[config.mk]
export PLATFORM = sky130hd
export DESIGN_NAME = ssd_host_initiator
export DESIGN_NICKNAME = d
export VERILOG_FILES = /design/src/rtl/ssd_host_initiator.sv
export SDC_FILE = /design/constraint.sdc
export NUM_CORES = 1
export LEC_CHECK = 0
export ABC_AREA = 1
export CORE_AREA = 4 4 129 131
export DETAILED_ROUTE_END_ITERATION = 6
export DIE_AREA = 0 0 133 135
export GPL_TIMING_DRIVEN = 1
export PLACE_DENSITY = 0.89
export SLEW_MARGIN = 10
export SYNTH_ARGS = -nofsm -noshare
export SYNTH_HDL_FRONTEND = slang
export SYNTH_SLANG_ARGS = --single-unit
[constraint.sdc]
create_clock -name clk -period 3.3 [get_ports clk]
set_input_delay 0.825 -clock clk [delete_from_list [all_inputs] [get_ports clk]]
set_output_delay 0.825 -clock clk [all_outputs]
set_load 0.03 [all_outputs]
[src/rtl/ssd_host_initiator.sv]
// Host-side initiator: takes one command at a time, strobes the SSD controller,
// waits for completion or timeout, and returns a response with statistics.
module ssd_host_initiator #(
   parameter int N              = 32,
   parameter int DATA_WIDTH     = 32,
   parameter int TIMEOUT_CYCLES = 2048,
   parameter int CNT_W          = 16
) (
   input  logic                  clk,
   input  logic                  rst,
   input  logic                  req_valid,
   output logic                  req_ready,
   input  logic                  req_write,
   input  logic [N-1:0]          req_addr,
   input  logic [DATA_WIDTH-1:0] req_wdata,
   output logic                  rsp_valid,
   input  logic                  rsp_ready,
   output logic [DATA_WIDTH-1:0] rsp_rdata,
   output logic                  rsp_err,
   output logic                  ssd_read,
   output logic                  ssd_write,
   output logic [N-1:0]          ssd_addr,
   output logic [DATA_WIDTH-1:0] ssd_wdata,
   input  logic                  ssd_ready,
   input  logic                  ssd_busy,
   input  logic [DATA_WIDTH-1:0] ssd_rdata,
   output logic [CNT_W-1:0]      rd_count,
   output logic [CNT_W-1:0]      wr_count,
   output logic [CNT_W-1:0]      err_count,
   output logic [1:0]            dbg_state
);

   typedef enum logic [1:0] {S_IDLE, S_ISSUE, S_WAIT, S_RESP} state_t;

   localparam int             TW    = $clog2(TIMEOUT_CYCLES) + 1;
   localparam logic [TW-1:0]  TLAST = TW'(TIMEOUT_CYCLES - 1);

   state_t                r_state;
   state_t                w_next;
   logic                  r_write;
   logic [N-1:0]          r_addr;
   logic [DATA_WIDTH-1:0] r_wdata;
   logic [DATA_WIDTH-1:0] r_rdata;
   logic                  r_err;
   logic [TW-1:0]         r_timer;
   logic [CNT_W-1:0]      r_rd_cnt;
   logic [CNT_W-1:0]      r_wr_cnt;
   logic [CNT_W-1:0]      r_err_cnt;

   logic w_accept;
   logic w_strobe;
   logic w_done;
   logic w_timeout;
   logic w_active;

   // Both ports are valid/ready: a transfer happens on any cycle where valid and
   // ready are both high; rsp_valid/rsp_rdata/rsp_err stay stable until then.
   always_comb begin
      w_accept  = 1'b0;
      w_strobe  = 1'b0;
      w_done    = 1'b0;
      w_timeout = 1'b0;
      w_next    = r_state;
      case (r_state)
         S_IDLE: begin
            w_accept = req_valid;
            if (req_valid) w_next = S_ISSUE;
         end
         S_ISSUE: begin
            w_strobe = !ssd_busy;
            if (!ssd_busy) w_next = S_WAIT;
         end
         S_WAIT: begin
            // Completion beats timeout when both land on the last cycle.
            w_done    = ssd_ready;
            w_timeout = !ssd_ready && (r_timer == TLAST);
            if (ssd_ready || (r_timer == TLAST)) w_next = S_RESP;
         end
         S_RESP: begin
            if (rsp_ready) w_next = S_IDLE;
         end
         default: w_next = S_IDLE;
      endcase
   end

   always_ff @(posedge clk) begin
      if (rst) begin
         r_state   <= S_IDLE;
         r_write   <= 1'b0;
         r_addr    <= '0;
         r_wdata   <= '0;
         r_rdata   <= '0;
         r_err     <= 1'b0;
         r_timer   <= '0;
         r_rd_cnt  <= '0;
         r_wr_cnt  <= '0;
         r_err_cnt <= '0;
      end else begin
         r_state <= w_next;
         if (w_accept) begin
            r_write <= req_write;
            r_addr  <= req_addr;
            r_wdata <= req_wdata;
         end
         if (w_strobe) begin
            r_timer <= '0;
         end else if (r_state == S_WAIT) begin
            r_timer <= r_timer + TW'(1);
         end
         if (w_done) begin
            r_rdata <= r_write ? '0 : ssd_rdata;
            r_err   <= 1'b0;
            if (r_write) begin
               if (r_wr_cnt != '1) r_wr_cnt <= r_wr_cnt + CNT_W'(1);
            end else begin
               if (r_rd_cnt != '1) r_rd_cnt <= r_rd_cnt + CNT_W'(1);
            end
         end
         if (w_timeout) begin
            r_rdata <= '0;
            r_err   <= 1'b1;
            if (r_err_cnt != '1) r_err_cnt <= r_err_cnt + CNT_W'(1);
         end
      end
   end

   assign w_active  = (r_state == S_ISSUE) || (r_state == S_WAIT);
   assign req_ready = (r_state == S_IDLE);
   assign rsp_valid = (r_state == S_RESP);
   assign rsp_rdata = rsp_valid ? r_rdata : '0;
   assign rsp_err   = rsp_valid && r_err;
   assign ssd_read  = w_strobe && !r_write;
   assign ssd_write = w_strobe && r_write;
   assign ssd_addr  = w_active ? r_addr : '0;
   assign ssd_wdata = w_active ? r_wdata : '0;
   assign rd_count  = r_rd_cnt;
   assign wr_count  = r_wr_cnt;
   assign err_count = r_err_cnt;
   assign dbg_state = r_state;

endmodule

* Yosys cells after proc, flatten, opt, wreduce, memory -nomap -nowiden
Index checks and enable logic that the tools add are counted.
** Storage, ports and cells
- Register bits after elaboration :: 160
- Bits of input ports :: 103
- Word-level logic and storage cells :: 58
** Operators by class
- Add/subtract/negate cells :: 4
- Equality and inequality tests :: 11
- Mux-type cells :: 15
- Bitwise gates (word level) :: 1
- Reductions and logical operators :: 17
** Operator list (count)
- two-way mux 32 bit :: 4
- adder 16 x 1 -> 16 bit (second input constant) :: 3
- != test 16 bit (second input constant) :: 3
- adder 12 x 1 -> 12 bit (second input constant) :: 1
- equality test 12 x 11 -> 1 bit (second input constant) :: 1
- two-way mux 2 bit :: 4
- case mux 2 bit (4 select lines) :: 1
- two-way mux 1 bit :: 6
- != test 2 bit (second input constant) :: 3
- AND reduction 3 bit :: 2
- equality test 2 bit (second input constant) :: 2
- logical AND 1 bit :: 4
- AND reduction 4 bit :: 1
- OR reduction 2 bit :: 2
- zero test 1 bit :: 3
- equality test 2 x 1 -> 1 bit (second input constant) :: 1
- zero test 2 bit :: 1
- logical OR 1 bit :: 2
- != test 2 x 1 -> 1 bit (second input constant) :: 1
- AND reduction 2 bit :: 1
- nonzero test 2 bit :: 1
- NOT 1 bit :: 1

* Depth between registers and ports, before layout
Gate-level depths: netlist of the first run.
- Depth after elaboration :: 4
- Mapped depth :: 12
- Depth with buffers taken out :: 11

* Worst setup path after synthesis of the first run
No wires, ideal clock.
- Path kind :: register -> output
- Start :: register r_state[0] (netlist: dbg_state[0])
- End :: output ssd_wdata[12]
- Data arrival time :: 1.778 ns
- Data required time :: 2.475 ns
- Setup slack :: 0.697 ns
- Cell stages (with the launch flop) :: 7
- Buffers on the path :: 2
- Cell sequence :: dfxtp_1 inv_1 ha_1 clkbuf_1 buf_1 nand2_1 inv_1
** Between the ends
- Cells in the longest elaborated chain, start to end :: 3
- Elaborated cells on any way between the ends :: 4
- Classes of those cells :: eq/ne: 2; mux: 1; reduce/logical: 1
** Ends and longest elaborated chain
- start, declared :: RTL line 38 : state_t r_state;
- start signal, assigned :: RTL line 99 : r_state <= w_next;
- equality test 2 x 1 -> 1 bit / equality test 2 bit (equally long branches) :: RTL line 127 : assign w_active = (r_state == S_ISSUE) || (r_state == S_WAIT);
- logical OR 1 bit * :: RTL line 127
- two-way mux 32 bit * :: RTL line 135 : assign ssd_wdata = w_active ? r_wdata : '0;
- end, declared :: RTL line 23 : output logic [DATA_WIDTH-1:0] ssd_wdata,
Mark *: on every way between the ends. The rest lies on a longest branch, timed or not.

* Final worst setup path of the first run
- Start :: input ssd_busy
- End :: output ssd_read
** Between the ends
- Cells in the longest elaborated chain, start to end :: 3
** Ends and longest elaborated chain
- start, declared :: RTL line 25 : input logic ssd_busy,
- zero test 1 bit
- two-way mux 1 bit :: RTL line 64 : case (r_state)
- logical AND 1 bit :: RTL line 132 : assign ssd_read = w_strobe && !r_write;
- end, declared :: RTL line 20 : output logic ssd_read,
Every way passes these cells.

==> impl_results.md, run 1 <==
- Result of the run: completed
- Number of maximum-capacitance constraint violations: 0
- Power per cell area: 609 nW/µm²
- Detailed-placement wirelength estimate: 15900 µm
- Number of setup violations in the final report: 0
- Number of pins with negative max-slew slack in the final report: 0
- Hold crit path type: flop to flop
- First-pass GRT wire length: 34300 µm
- Register area share after synthesis: 41.9%
- Chip Width: 133 µm
- Worst path setup slack after routing: 0.189 ns
- Number of instances in the synthesized netlist: 1149
- Count of boundary I/O pins: 254
- Post-DRT Antenna Nets: 0
- Area of the die: 18000 µm²
- TritonCTS clock tree: built
- Via count of the first global-routing pass: 7365
- Worst-case headroom to the max-slew limit: 47.3%
- Largest net degree at the start of global routing: 54
- Filler cell count: 1242
- Critical path peak fanout: 3
- Starting density of the core: 49.0%
- Minimum clock period after layout: 3.11 ns
- Overall die height: 135 µm
- Area grow syn2layout: 43.6%
- Worst reg2reg setup slack: 0.95 ns
- # nets final: 1489
- CP startpoint kind: primary input
- Clock tree root driver cell: clkbuf_16
- # diodes: 0
- Syn_area_per_cell: 6.65 µm²
- 1st-pass router iterations: 6
- TritonCTS buffer count: 17
- Most used cells in the layout excluding fill and tap cells: nand2_1, nor2_1, clkdlybuf4s50_1
- Final cell utilization of the core: 70.4%
- Overall overflow remaining after global route: 0
- Syn Std Cell Area: 7650 µm²
- Tcrit/Tclk final: 94.3%
- Layout Skew: 0.0115 ns
- DP Worst Slack: 0.209 ns
- Antenna violations before repair: 1
- Worst Tran Pin Value: 0.788 ns
- Post-route DRC violation count: 0
- CTS Hold Bufs: 0
- Number of buffers added for setup after CTS: 0
- Sequential standard cell area: 3200 µm²
- Clock-pin slew of the registers on the worst-case setup and hold paths: 0.06 ns
- Total global routing track utilization: 23.4%
- Power consumption: 6.69 mW
- Timing-limited maximum frequency: 321 MHz
- First-iteration detailed-routing DRC count: 329
- Core area: 15600 µm²
- Fraction of final layout cells sized beyond drive strength 1: 5.11%
- Area used by multi-input combinational logic: 3590 µm²
- Arrival time at the worst endpoint: 2.29 ns
- Destination of the worst hold path: r_err
- Post-DR vias/cell: 4.92
- Maximum vdd ir drop: 0.424 mV
- Most common cell after layout, fill and taps aside: nand2_1
- Terminus of the critical flop-to-flop path: err_count[0]
- Final Hold Fails: 0
- Sink Count: 160
- Skew-Pair Late Insertion Delay: 0.41 ns
- Routed wire length: 21700 µm
- Start of the worst register-to-register path: err_count[0]
- Static Leak: 5.67 nW
- Site row count: 46
- RSZ-0062 raised after global routing: no
- Buffers from clock root to sink, at most: 2
- Worst min-delay path startpoint: r_err
- Flip-flop and latch count after synthesis: 160
- Port Buffer Count: 253
- Required time worst endpoint: 2.47 ns
- Worst setup path class: primary input to primary output
- Cells on worst reg2reg path: 9
- Critical Path End Type: primary output
- Routability-driven placement congestion ratio: 0.900
- Yosys warnings: 0
- Number of nets in the synthesized netlist: 1260
- CTS HTree Levels: 4
- Post-DR wirelength/cell: 13.5 µm
- Netlist cell types: 28
- Hold path cells: 2
- Via total after detailed routing: 7907
- Setup_tns: 0 ns
[worst max path at each step]
stage	startpoint	to	cells past startpoint
2_1_floorplan	dbg_state[0]	ssd_wdata[12]	6
3_3_place_gp	ssd_busy	ssd_write	5
3_5_place_dp	ssd_busy	ssd_write	5
4_1_cts	dbg_state[1]	ssd_wdata[30]	6
5_1_grt	dbg_state[1]	ssd_wdata[31]	5
6_report	ssd_busy	ssd_read	5
[cell families (layout without fill, tap and decap cells)]
| group | count (synthesis) | after routing | share of synthesized area [%] |
|---|---|---|---|
| compound gates | 148 | 148 | 11.3 |
| xor+xnor | 19 | 19 | 2.18 |
| fa+ha+maj | 8 | 8 | 1.31 |
| buf+inv | 218 | 459 | 11.4 |
| flops | 160 | 160 | 41.9 |
| simple gates | 596 | 596 | 32.0 |
[cells in the mapped netlist (all sizes together)]
library cell,n,area share (%)
clkbuf,35,1.7
nor3,15,0.98
nor2,257,13
nand3,33,2.2
xor2,10,1.1
xnor2,9,1.0
o21ai,79,5.3
nand3b,4,0.39
a31oi,1,0.082
inv,164,8.1
ha,8,1.3
a22oi,33,3.2
nand2,273,14
buf,19,1.6
dfxtp,160,42
nand4,14,1.1
a21oi,35,2.7
[critical path: stages]
cell,delay [ns]
clkdlybuf4s50_1,0.47
inv_1,0.09
nand2_1,0.11
nor2_1,0.12
clkdlybuf4s50_1,0.68
[layer usage]
| layer | wire length (µm) | global-route usage [%] | share of wire, % |
|---|---|---|---|
| met1 | 8720 | 25.6 | 40 |
| met4 | 467 | 8.95 | 2.1 |
| met5 | 13 | 0 | 0.060 |
| met3 | 2220 | 9.39 | 10 |
| met2 | 10300 | 40.7 | 47 |
[registers in the layout, summed over array words and instances, names as in the netlist]
signal,count
r_wdata,32
wr_count,16
rd_count,16
r_write,1
dbg_state,2
r_rdata,32
r_err,1
r_timer,12
err_count,16
r_addr,32
[cell type report]
cell class	instances	share of cell area (%)
Tap cell	216	2.46
Clock inverter	10	0.821
Inverter	164	5.61
Clock buffer	21	4.10
Multi-Input combinational cell	771	32.7
Timing Repair Buffer	264	25.2
Sequential cell	160	29.2
[where the power goes]
group / internal [mW] / switching (mW)
registers: 2.20 / 0.162
logic: 0.906 / 1.59
clock network: 1.05 / 0.778
[through the flow]
step | hold slack (ns) | cell area [µm²] | cells
2_1_floorplan | 0.446 | 7650 | 1149
3_3_place_gp | 0.455 | 10300 | 1575
3_5_place_dp | 0.465 | 10300 | 1575
4_1_cts | 0.476 | 10900 | 1606
5_1_grt | 0.488 | 11000 | 1606
6_report | 0.481 | 11000 | 1606
[timing repair]
| action | in CTS | in global routing |
|---|---|---|
| setup endpoints to repair | 52 | 50 |
| endpoints found under the hold margin | 0 | 0 |
| resized for setup | 3 | 50 |
| pin swaps | 0 | 0 |
Power figures use the tool's default switching activity.
==> inputs of run 2 (changes only) <==
clock period = 4 ns   (was 3.3 ns; I/O delays follow)
==> impl_results.md, run 2 (synthesis gave the netlist of run 1 again) <==
- Routability-driven placement congestion ratio: 0.887 (-1.4%)
- Fraction of final layout cells sized beyond drive strength 1: 5.18% (+0.076 points)
- Area of the die: 18000 µm² (unchanged)
- Power share of the clock group: 28.7% (+1.4 points)
- P_sw: 2.09 mW (-17%)
- Via total after detailed routing: 7857 (-0.63%)
- Static Leak: 4.80 nW (-15%)
- Most frequent cell on the critical path: inv_1
- Worst reg2reg setup slack: 1.56 ns (+0.61 ns)
- Number of setup violations in the final report: 0 (unchanged)
- Antenna violations before repair: 1 (unchanged)
- Sequential share of power: 34.7% (-0.7 points)
- Critical path depth: 6 (+1)
- Site row count: 46 (unchanged)
- Top Family by Delay on Critical Path: buffers and inverters
- Registers with the most flip-flops: r_addr: 32 flops, r_rdata: 32 flops, r_wdata: 32 flops
- Switching Fraction: 37.1% (-0.70 points)
- Required time worst endpoint: 3.00 ns (+0.53 ns)
- CTS HTree Levels: 4 (unchanged)
- Largest net degree at the start of global routing: 65 (+20%)
- Tcrit/Tclk final: 92.3%
- Via count of the first global-routing pass: 7224 (-1.9%)
- Overall overflow remaining after global route: 0 (unchanged)
- Maximum vdd ir drop: 0.304 mV (-28%)
- Core area: 15600 µm² (unchanged)
- Most common cell after layout, fill and taps aside: nand2_1
- Final cell utilization of the core: 69.8% (-0.59 points)
- Cell with the largest stage delay on the worst path: clkdlybuf4s50_1
- 1st-pass router iterations: 4 (-2)
- First-pass GRT wire length: 34000 µm (-0.89%)
- Result of the run: completed
- CP startpoint kind: flop
- RSZ-0062 raised after global routing: no
- Setup_tns: 0 ns (unchanged)
- Port Buffer Count: 253 (unchanged)
- Terminus of the critical flop-to-flop path: err_count[0]
- Post-route DRC violation count: 0 (unchanged)
- Post-DR wirelength/cell: 13.2 µm (-2.4%)
- Power consumption: 5.63 mW (-16%)
- Post-DRT Antenna Nets: 0 (unchanged)
- Chip Width: 133 µm (unchanged)
- Worst-case headroom to the max-slew limit: 42.9% (-4.5 points)
- TritonCTS buffer count: 17 (unchanged)
- Biggest cell delay along the critical path: 0.69 ns (about the same)
- Timing-limited maximum frequency: 271 MHz
- Critical path peak fanout: 25 (+22)
- First-iteration detailed-routing DRC count: 397 (+21%)
- Filler cell count: 1264 (+1.8%)
- Most used cells in the layout excluding fill and tap cells: nand2_1, clkdlybuf4s50_1, nor2_1
- Number of cells upsized or downsized after cts: 0 (-3)
- Minimum clock period after layout: 3.69 ns
- Sink Count: 160 (unchanged)
- Hold crit path type: flop to flop
- Number of maximum-capacitance constraint violations: 0 (unchanged)
- Routed wire length: 21200 µm (-2.5%)
- Post-DR vias/cell: 4.90 (-0.57%)
- Worst Tran Pin Value: 0.855 ns (+0.0670 ns)
- Clock tree root driver cell: clkbuf_16
- Critical Path End Type: primary output
- Number of buffers added for setup after CTS: 0 (unchanged)
- Power per cell area: 517 nW/µm² (-15%)
- Overall die height: 135 µm (unchanged)
- Number of pins with negative max-slew slack in the final report: 0 (unchanged)
- Arrival time at the worst endpoint: 2.69 ns (+0.40 ns)
- Buffers from clock root to sink, at most: 2 (unchanged)
- Cells on worst reg2reg path: 8 (-1)
- Crit-path cells: inv_1 -> ha_2 -> buf_4 -> nand2_1 -> inv_1 -> clkdlybuf4s50_1
- Count of boundary I/O pins: 254 (unchanged)
- Final Hold Fails: 0 (unchanged)
- Clock-pin slew of the registers on the worst-case setup and hold paths: 0.06 ns (about the same)
- # diodes: 0 (unchanged)
- Worst setup path class: flop to primary output
- Skew-Pair Late Insertion Delay: 0.42 ns (about the same)
- CP Capture Point: ssd_addr[5]
- TritonCTS clock tree: built
- Starting density of the core: 49.0% (unchanged)
- Start of the worst register-to-register path: err_count[0]
- CTS Hold Bufs: 0 (unchanged)
- Crit path buffers/inverters: 4 (+1)
- Total global routing track utilization: 23.0% (-0.34 points)
- # nets final: 1488 (-0.067%)
- Detailed-placement wirelength estimate: 15500 µm (-2.4%)
- Combinational Power Share: 36.6% (-0.7 points)
- Layout Skew: 0.0108 ns (-0.000614 ns)
- Area grow syn2layout: 42.4%
- Internal portion of total power: 3.54 mW (-15%)
- Beginning of the critical path: dbg_state[0]
-- run 2: cell count changes in the layout (fill, tap and decap cells not counted) --
cell / previous run / this run
buf_4: 9 / 8
clkbuf_1: 3 / 1
clkinv_4: 2 / 3
clkbuf_8: 1 / 2
clkinv_2: 4 / 1
dlygate4sd2_1: 2 / 0
ha_4: 1 / 0
ha_2: 0 / 1
inv_6: 0 / 2
bufinv_16: 1 / 2
dlymetal6s2s_1: 50 / 0
clkdlybuf4s50_1: 201 / 253
-- run 2: layer usage --
layer  wire (µm)  track usage, %  share of wire [%]
met5          13               0              0.061
met4         328            6.81                1.5
met3        2310            8.64                 11
met2        9870            38.7                 47
met1        8680            27.6                 41
-- run 2: power groups by stage --
stage          logic, mW  clock network [mW]  registers, mW
2_1_floorplan       1.28                   0           1.97
3_3_place_gp        2.03                   0           1.98
3_5_place_dp        2.07                   0           1.99
4_1_cts             2.08                1.64           1.96
5_1_grt             2.25                1.71           1.98
6_report            2.06                1.61           1.96
-- run 2: how the worst min path moves through the flow --
stage | from | to | slack (ns) | cells past startpoint
after floorplan | r_err | r_err | 0.45 | 2
after global placement | r_err | r_err | 0.46 | 2
after detailed placement | r_err | r_err | 0.46 | 2
after CTS | r_err | r_err | 0.47 | 2
after global routing | r_err | r_err | 0.51 | 2
final | r_err | r_err | 0.47 | 2
-- run 2: final cells by class --
class / count / area, µm² / share of cell area, %
clock buffers: 20 / 457 / 4.19
well taps: 216 / 270 / 2.48
repair buffers: 263 / 2630 / 24.2
flip-flops and latches: 160 / 3200 / 29.4
multi-input cells: 771 / 3580 / 32.9
inverters: 164 / 616 / 5.65
clock inverters: 11 / 131 / 1.21
-- run 2: metrics by stage --
stage | instances | hold WS [ns] | area (µm²) | setup WS [ns]
4_1_cts | 1605 | 0.470 | 10900 | 0.276
3_3_place_gp | 1574 | 0.456 | 10300 | 0.606
6_report | 1605 | 0.469 | 10900 | 0.307
2_1_floorplan | 1149 | 0.446 | 7650 | 1.22
5_1_grt | 1605 | 0.506 | 10900 | 0.134
3_5_place_dp | 1574 | 0.459 | 10300 | 0.612
-- run 2: worst reg2reg max path, stage by stage, from the launching register on --
cell     delay, ns
dfxtp_1       0.40
ha_1          0.22
nand2_1       0.10
nor2_1        0.24
nand4_1       0.71
nand2_1       0.40
inv_1         0.11
nor2_1        0.10
nor2_1        0.05
